--- src/rtl/lc3_mem_arbiter.sv ---
// Arbitrates the single-port LC-3 memory between instruction fetch and the memory-access stage,
// sequencing indirect (pointer-then-data) accesses and producing the pipeline stall enables.
module lc3_mem_arbiter #(
  parameter int AW = 16,
  parameter int DW = 16
) (
  input  logic          clk,
  input  logic          rst_n,
  input  logic          if_req,
  input  logic [AW-1:0] if_addr,
  input  logic          if_flush,
  output logic          if_valid,
  output logic [DW-1:0] if_data,
  input  logic          ma_req,
  input  logic          ma_we,
  input  logic          ma_ind,
  input  logic [AW-1:0] ma_addr,
  input  logic [DW-1:0] ma_wdata,
  output logic          ma_done,
  output logic [DW-1:0] ma_rdata,
  output logic          stall_if,
  output logic          stall_ma,
  output logic          mem_req,
  output logic          mem_we,
  output logic [AW-1:0] mem_addr,
  output logic [DW-1:0] mem_wdata,
  input  logic [DW-1:0] mem_rdata,
  input  logic          mem_ready
);

  // Handshakes: requesters hold req (and address/data) until their one-cycle done/valid pulse;
  // the memory transfer completes in any cycle with mem_req & mem_ready, and mem_* never
  // change while mem_req is high and mem_ready is low.

  typedef enum logic [1:0] {IDLE, IF_ACC, MA_PTR, MA_ACC} state_t;

  state_t        state, state_d;
  logic          mem_req_d, mem_we_d;
  logic [AW-1:0] mem_addr_d;
  logic [DW-1:0] mem_wdata_d, if_data_d, ma_rdata_d;
  logic          if_valid_d, ma_done_d;
  logic          flush_q, flush_d;
  logic          ma_go, if_go;

  // A requester whose completion pulse is showing this cycle is already served.
  assign ma_go    = ma_req & ~ma_done;
  assign if_go    = if_req & ~if_valid & ~if_flush;
  assign stall_if = if_req & ~if_valid & ~if_flush;
  assign stall_ma = ma_req & ~ma_done;

  always_ff @(posedge clk or negedge rst_n) begin
    if (!rst_n) begin
      state <= IDLE;
    end else begin
      state <= state_d;
    end
  end

  always_comb begin
    state_d     = state;
    mem_req_d   = mem_req;
    mem_we_d    = mem_we;
    mem_addr_d  = mem_addr;
    mem_wdata_d = mem_wdata;
    if_data_d   = if_data;
    ma_rdata_d  = ma_rdata;
    if_valid_d  = 1'b0;
    ma_done_d   = 1'b0;
    flush_d     = flush_q;
    case (state)
      IDLE: begin
        flush_d = 1'b0;
        if (ma_go) begin
          mem_req_d   = 1'b1;
          mem_addr_d  = ma_addr;
          mem_wdata_d = ma_wdata;
          if (ma_ind) begin
            mem_we_d = 1'b0;
            state_d  = MA_PTR;
          end else begin
            mem_we_d = ma_we;
            state_d  = MA_ACC;
          end
        end else if (if_go) begin
          mem_req_d  = 1'b1;
          mem_we_d   = 1'b0;
          mem_addr_d = if_addr;
          state_d    = IF_ACC;
        end
      end
      IF_ACC: begin
        if (if_flush) flush_d = 1'b1;
        if (mem_ready) begin
          if_data_d  = mem_rdata;
          if_valid_d = ~(flush_q | if_flush);
          flush_d    = 1'b0;
          mem_req_d  = 1'b0;
          state_d    = IDLE;
        end
      end
      MA_PTR: begin
        // mem_addr doubles as the pointer register; mem_req stays high into the second access.
        if (mem_ready) begin
          mem_addr_d  = AW'(mem_rdata);
          mem_we_d    = ma_we;
          mem_wdata_d = ma_wdata;
          state_d     = MA_ACC;
        end
      end
      MA_ACC: begin
        if (mem_ready) begin
          if (!mem_we) ma_rdata_d = mem_rdata;
          ma_done_d = 1'b1;
          mem_req_d = 1'b0;
          mem_we_d  = 1'b0;
          state_d   = IDLE;
        end
      end
      default: state_d = IDLE;
    endcase
  end

  always_ff @(posedge clk or negedge rst_n) begin
    if (!rst_n) begin
      mem_req   <= 1'b0;
      mem_we    <= 1'b0;
      mem_addr  <= '0;
      mem_wdata <= '0;
      if_valid  <= 1'b0;
      if_data   <= '0;
      ma_done   <= 1'b0;
      ma_rdata  <= '0;
      flush_q   <= 1'b0;
    end else begin
      mem_req   <= mem_req_d;
      mem_we    <= mem_we_d;
      mem_addr  <= mem_addr_d;
      mem_wdata <= mem_wdata_d;
      if_valid  <= if_valid_d;
      if_data   <= if_data_d;
      ma_done   <= ma_done_d;
      ma_rdata  <= ma_rdata_d;
      flush_q   <= flush_d;
    end
  end

endmodule

--- config.mk ---
export PLATFORM = sky130hd
export DESIGN_NAME = lc3_mem_arbiter
export DESIGN_NICKNAME = d
export VERILOG_FILES = /design/src/rtl/lc3_mem_arbiter.sv
export SDC_FILE = /design/constraint.sdc
export NUM_CORES = 1
export LEC_CHECK = 0
export ABC_AREA = 1
export BUFFER_PORTS_ARGS = -buffer_cell sky130_fd_sc_hd__buf_2
export CAP_MARGIN = 20
export CORE_MARGIN = 2
export CORE_UTILIZATION = 43
export DETAILED_ROUTE_END_ITERATION = 7
export PLACE_DENSITY = 0.73
export SYNTH_ARGS = -nofsm -noshare
export SYNTH_HDL_FRONTEND = slang
export SYNTH_SLANG_ARGS = --single-unit
--- constraint.sdc ---
create_clock -name clk -period 1.4 [get_ports clk]
set_input_delay 0.28 -clock clk [delete_from_list [all_inputs] [get_ports clk]]
set_output_delay 0.28 -clock clk [all_outputs]
set_load 0.02 [all_outputs]
==> flow_metrics.py <==
metrics = {
    "sta": {
        "slew_headroom_pct": 75.3,
        "finalHoldViolations": 0,
        "fin_crit_sh_pct": 99.2,
        "period_minus_ws_final_ns": 1.39,
        "rsz0062_at_grt": "yes",
        "fin_worst_skew_ns": 0.00699,
        "maxClockFrequency_mhz": 720,
        "maxSlewViolCount": 0,
        "setup_viol": 0,
        "whs_ns": 0.168,
        "tightest_slew_ns": 0.370,
    },
    "logic_synthesis": {
        "netlist.top_cell.by_area": "sky130_fd_sc_hd__dfrtp_1",
        "ys_seq_area_share_pct": 54.2,
        "synth_enable_flop_cells": 0,
        "netlist.area_leader.share_pct": 54.2,
        "synth.top_cells.by_count": "sky130_fd_sc_hd__nand2_1 (164), sky130_fd_sc_hd__inv_1 (75), sky130_fd_sc_hd__dfrtp_1 (71), sky130_fd_sc_hd__nand3_1 (36), sky130_fd_sc_hd__o21ai_0 (33)",
        "post_synth_num_cell_types": 20,
        "synth-async-reset-ratio_pct": 100,
        "netlist_top_cells_area": "sky130_fd_sc_hd__dfrtp_1 (54%), sky130_fd_sc_hd__nand2_1 (19%), sky130_fd_sc_hd__inv_1 (8.6%)",
        "synthMostInstantiatedCell": "sky130_fd_sc_hd__nand2_1",
        "syn-num-nets": 505,
        "ys_seq_elements": 71,
        "syn-mean-instance-area_um2": 7.58,
        "synth-warning-count": 0,
        "syn_inst": 433,
        "synth.cell_area_um2": 3280,
        "dominantRegCellSynth": "sky130_fd_sc_hd__dfrtp_1",
    },
    "final_layout": {
        "area_delta_synth_final_pct": 38.3,
        "finish.utilization_pct": 61.9,
        "finish.cell_count_without_fillers": 696,
        "post_route_cells_drive_above_1_share_pct": 33.3,
        "number_of_nets_in_the_layout": 664,
        "nFillCells": 675,
        "insertedDiodeCount": 0,
    },
    "floorplanning": {
        "io_pins": 142,
        "die-area_um2": 8340,
        "chipHeight_um": 91.3,
        "floorplan.die.width_um": 91.3,
        "fp.coreArea_um2": 7330,
        "rows": 31,
        "initial_core_util_pct": 44.8,
    },
    "clock_tree": {
        "cts.path.max_buffers": 2,
        "clk_transition_reported_paths_ns": 0.08,
        "clock_insertion_delay_worst_skew_ns": 0.34,
        "tritoncts_num_sinks": 71,
        "cts_root_buf": "sky130_fd_sc_hd__clkbuf_8",
        "cts_tree": "yes",
        "cts_buf_count": 9,
        "h_tree_depth": 3,
    },
    "routing": {
        "post-route-drc-count": 0,
        "drt-wirelength-per-cell_um": 13.0,
        "drt_iter0_markers": 106,
        "detailedRoute.firstPassIterationCount": 4,
        "routed_via_density": 4.72,
        "postRouteAntennaNets": 0,
        "num_vias": 3283,
        "drt_wl_total_um": 9070,
    },
    "pwr": {
        "netSwitchingPower_w": 0.00476,
        "fin_total_pwr_w": 0.0103,
        "power.share.combinational_pct": 50.6,
        "power.share.clock_pct": 14.5,
        "power.sequential.fraction_pct": 34.9,
        "switching_power_share_of_the_total_pct": 46.0,
        "total_leakage_power_nw": 2.74,
        "peakVddDrop_mv": 1.16,
        "power.density_nw_per_um2": 2280,
        "internal_cell_power_w": 0.00558,
    },
    "setup_path": {
        "max_stage_delay_ns": 0.44,
        "timing.critical_path.arrival_ns": 1.61,
        "slowest_cell_on_the_critical_path": "sky130_fd_sc_hd__dfrtp_1",
        "worst-setup-path-type": "reg -> reg",
        "worstPathCellList": "a21oi_1, buf_4, o21ai_2, buf_12, nand2_1, o21ai_0",
        "endpoint_kind": "register",
        "worst_path_dominant_cell_family": "flip-flops",
        "timing.reg2reg.setup_slack_ns": 0.01,
        "worstPathRequired_ns": 1.62,
        "startpoint_type": "register",
        "worstPathBufferInverterCount": 2,
        "cp_max_fo": 32,
    },
    "global_route": {
        "grt_use_total_pct": 22.3,
        "number_of_antenna_violations_at_the_first_check_in_global_routing": 0,
        "grt_first_pass_wirelength_um": 14900,
        "grt_pass1_vias": 3150,
        "grt_max_degree": 33,
        "grt-ovfl-total": 0,
    },
    "place": {
        "post_detail_place_hpwl_um": 6890,
        "numPlacedInstances": 677,
        "port_buffers": 141,
        "place.gp.congestion": 0.854,
    },
    "flow_run": {
        "drv_cap": 0,
    },
    "outcome": {
        "result_of_the_run": "finished clean",
    },
    "worst_hold_path": {
        "hp-class": "in -> reg",
    },
}
cells by family (layout without fill, tap and decap cells):
logic type             count (synthesis)  in the layout  share of synthesized area, %
buffers and inverters                 96            260                          11.3
DFF                                   71             71                          54.2
and+or+nand+nor                      213            213                          26.4
AOI/OAI and AO/OA                     53             53                          8.12
final timing paths:
kind	end	cells past startpoint	start
worst max-delay path	mem_wdata[14]	6	state[1]
min in group asynchronous	if_data[1]	2	rst_n
worst min-delay path	if_valid	2	if_flush
worst max register to register	mem_wdata[14]	6	state[1]
worst min register to register	if_valid	1	flush_q
max in group asynchronous	mem_addr[0]	3	rst_n
final cells by class:
type / count / area, um^2 / area share (%)
sequential: 71 / 1780 / 39.2
multi-input combinational: 266 / 1180 / 26.0
timing repair buffer: 166 / 977 / 21.5
inverter: 78 / 297 / 6.54
clock buffer: 9 / 124 / 2.73
tap: 99 / 124 / 2.73
clock inverter: 7 / 56.3 / 1.24
metal layers:
metal	wire [um]	GRT usage, %	share of wire, %
met4	139	5.30	1.5
met3	694	6.97	7.7
met2	4160	35.9	46
met1	4080	29.5	45
met5	0	0	0
stage by stage:
stage / setup TNS, ns / area (um^2) / worst slack [ns]
after CTS: 0 / 4480 / 0.00523
after floorplan: 0 / 3300 / 0.00343
after global routing: -1.15 / 4540 / -0.101
final: 0 / 4540 / 0.0114
after detailed placement: -1.36 / 4270 / -0.101
after global placement: -0.440 / 4270 / -0.0316
flip-flops by register name (all words and copies together), names as in the netlist, 2 cells and up:
| register | count |
|---|---|
| ma_rdata | 16 |
| mem_addr | 16 |
| if_data | 16 |
| mem_wdata | 16 |
| state | 2 |
power groups by stage:
| stage | clock, W | sequential (W) | combinational [W] |
|---|---|---|---|
| 6_report | 0.00150 | 0.00360 | 0.00523 |
| 5_1_grt | 0.00162 | 0.00372 | 0.00578 |
| 4_1_cts | 0.00153 | 0.00358 | 0.00513 |
| 3_5_place_dp | 0 | 0.00359 | 0.00510 |
| 3_3_place_gp | 0 | 0.00358 | 0.00496 |
| 2_1_floorplan | 0 | 0.00465 | 0.00206 |
what timing repair did:
| action | 4_1_cts | 5_1_grt |
|---|---|---|
| pin swaps | 0 | 3 |
| buffers inserted | 0 | 2 |
| gates cloned | 0 | 0 |
| hold buffers | 1 | 0 |
| endpoints found under the setup margin | 19 | 37 |
| resized for setup | 7 | 10 |
| endpoints found under the hold margin | 24 | 0 |
placed cells by master (no fill, tap or decap):
cell type / netlist / layout
sky130_fd_sc_hd__clkbuf_8: 0 / 9
sky130_fd_sc_hd__nor3_4: 0 / 1
sky130_fd_sc_hd__o22ai_1: 1 / 1
sky130_fd_sc_hd__nand2_1: 164 / 161
sky130_fd_sc_hd__buf_6: 0 / 3
sky130_fd_sc_hd__inv_6: 0 / 1
sky130_fd_sc_hd__nand2_2: 1 / 4
sky130_fd_sc_hd__inv_2: 2 / 2
sky130_fd_sc_hd__o21ai_2: 0 / 1
sky130_fd_sc_hd__dfrtp_2: 0 / 2
sky130_fd_sc_hd__nor2_1: 7 / 4
sky130_fd_sc_hd__nand3_1: 36 / 35
sky130_fd_sc_hd__nand4_1: 1 / 1
sky130_fd_sc_hd__buf_2: 2 / 138
sky130_fd_sc_hd__inv_4: 0 / 1
sky130_fd_sc_hd__clkinv_4: 0 / 1
sky130_fd_sc_hd__clkinvlp_4: 0 / 3
sky130_fd_sc_hd__inv_8: 0 / 1
sky130_fd_sc_hd__clkinv_2: 0 / 2
sky130_fd_sc_hd__nor2_4: 1 / 4
sky130_fd_sc_hd__o21ai_1: 17 / 16
sky130_fd_sc_hd__buf_12: 0 / 5
sky130_fd_sc_hd__nor2_2: 1 / 1
sky130_fd_sc_hd__nor3_1: 1 / 1
sky130_fd_sc_hd__buf_4: 2 / 19
sky130_fd_sc_hd__dlygate4sd3_1: 0 / 1
sky130_fd_sc_hd__o21ai_0: 33 / 33
sky130_fd_sc_hd__dfrtp_1: 71 / 69
sky130_fd_sc_hd__inv_1: 75 / 74
sky130_fd_sc_hd__nand3_2: 0 / 1
sky130_fd_sc_hd__a21oi_1: 2 / 2
Power figures use the tool's default switching activity.
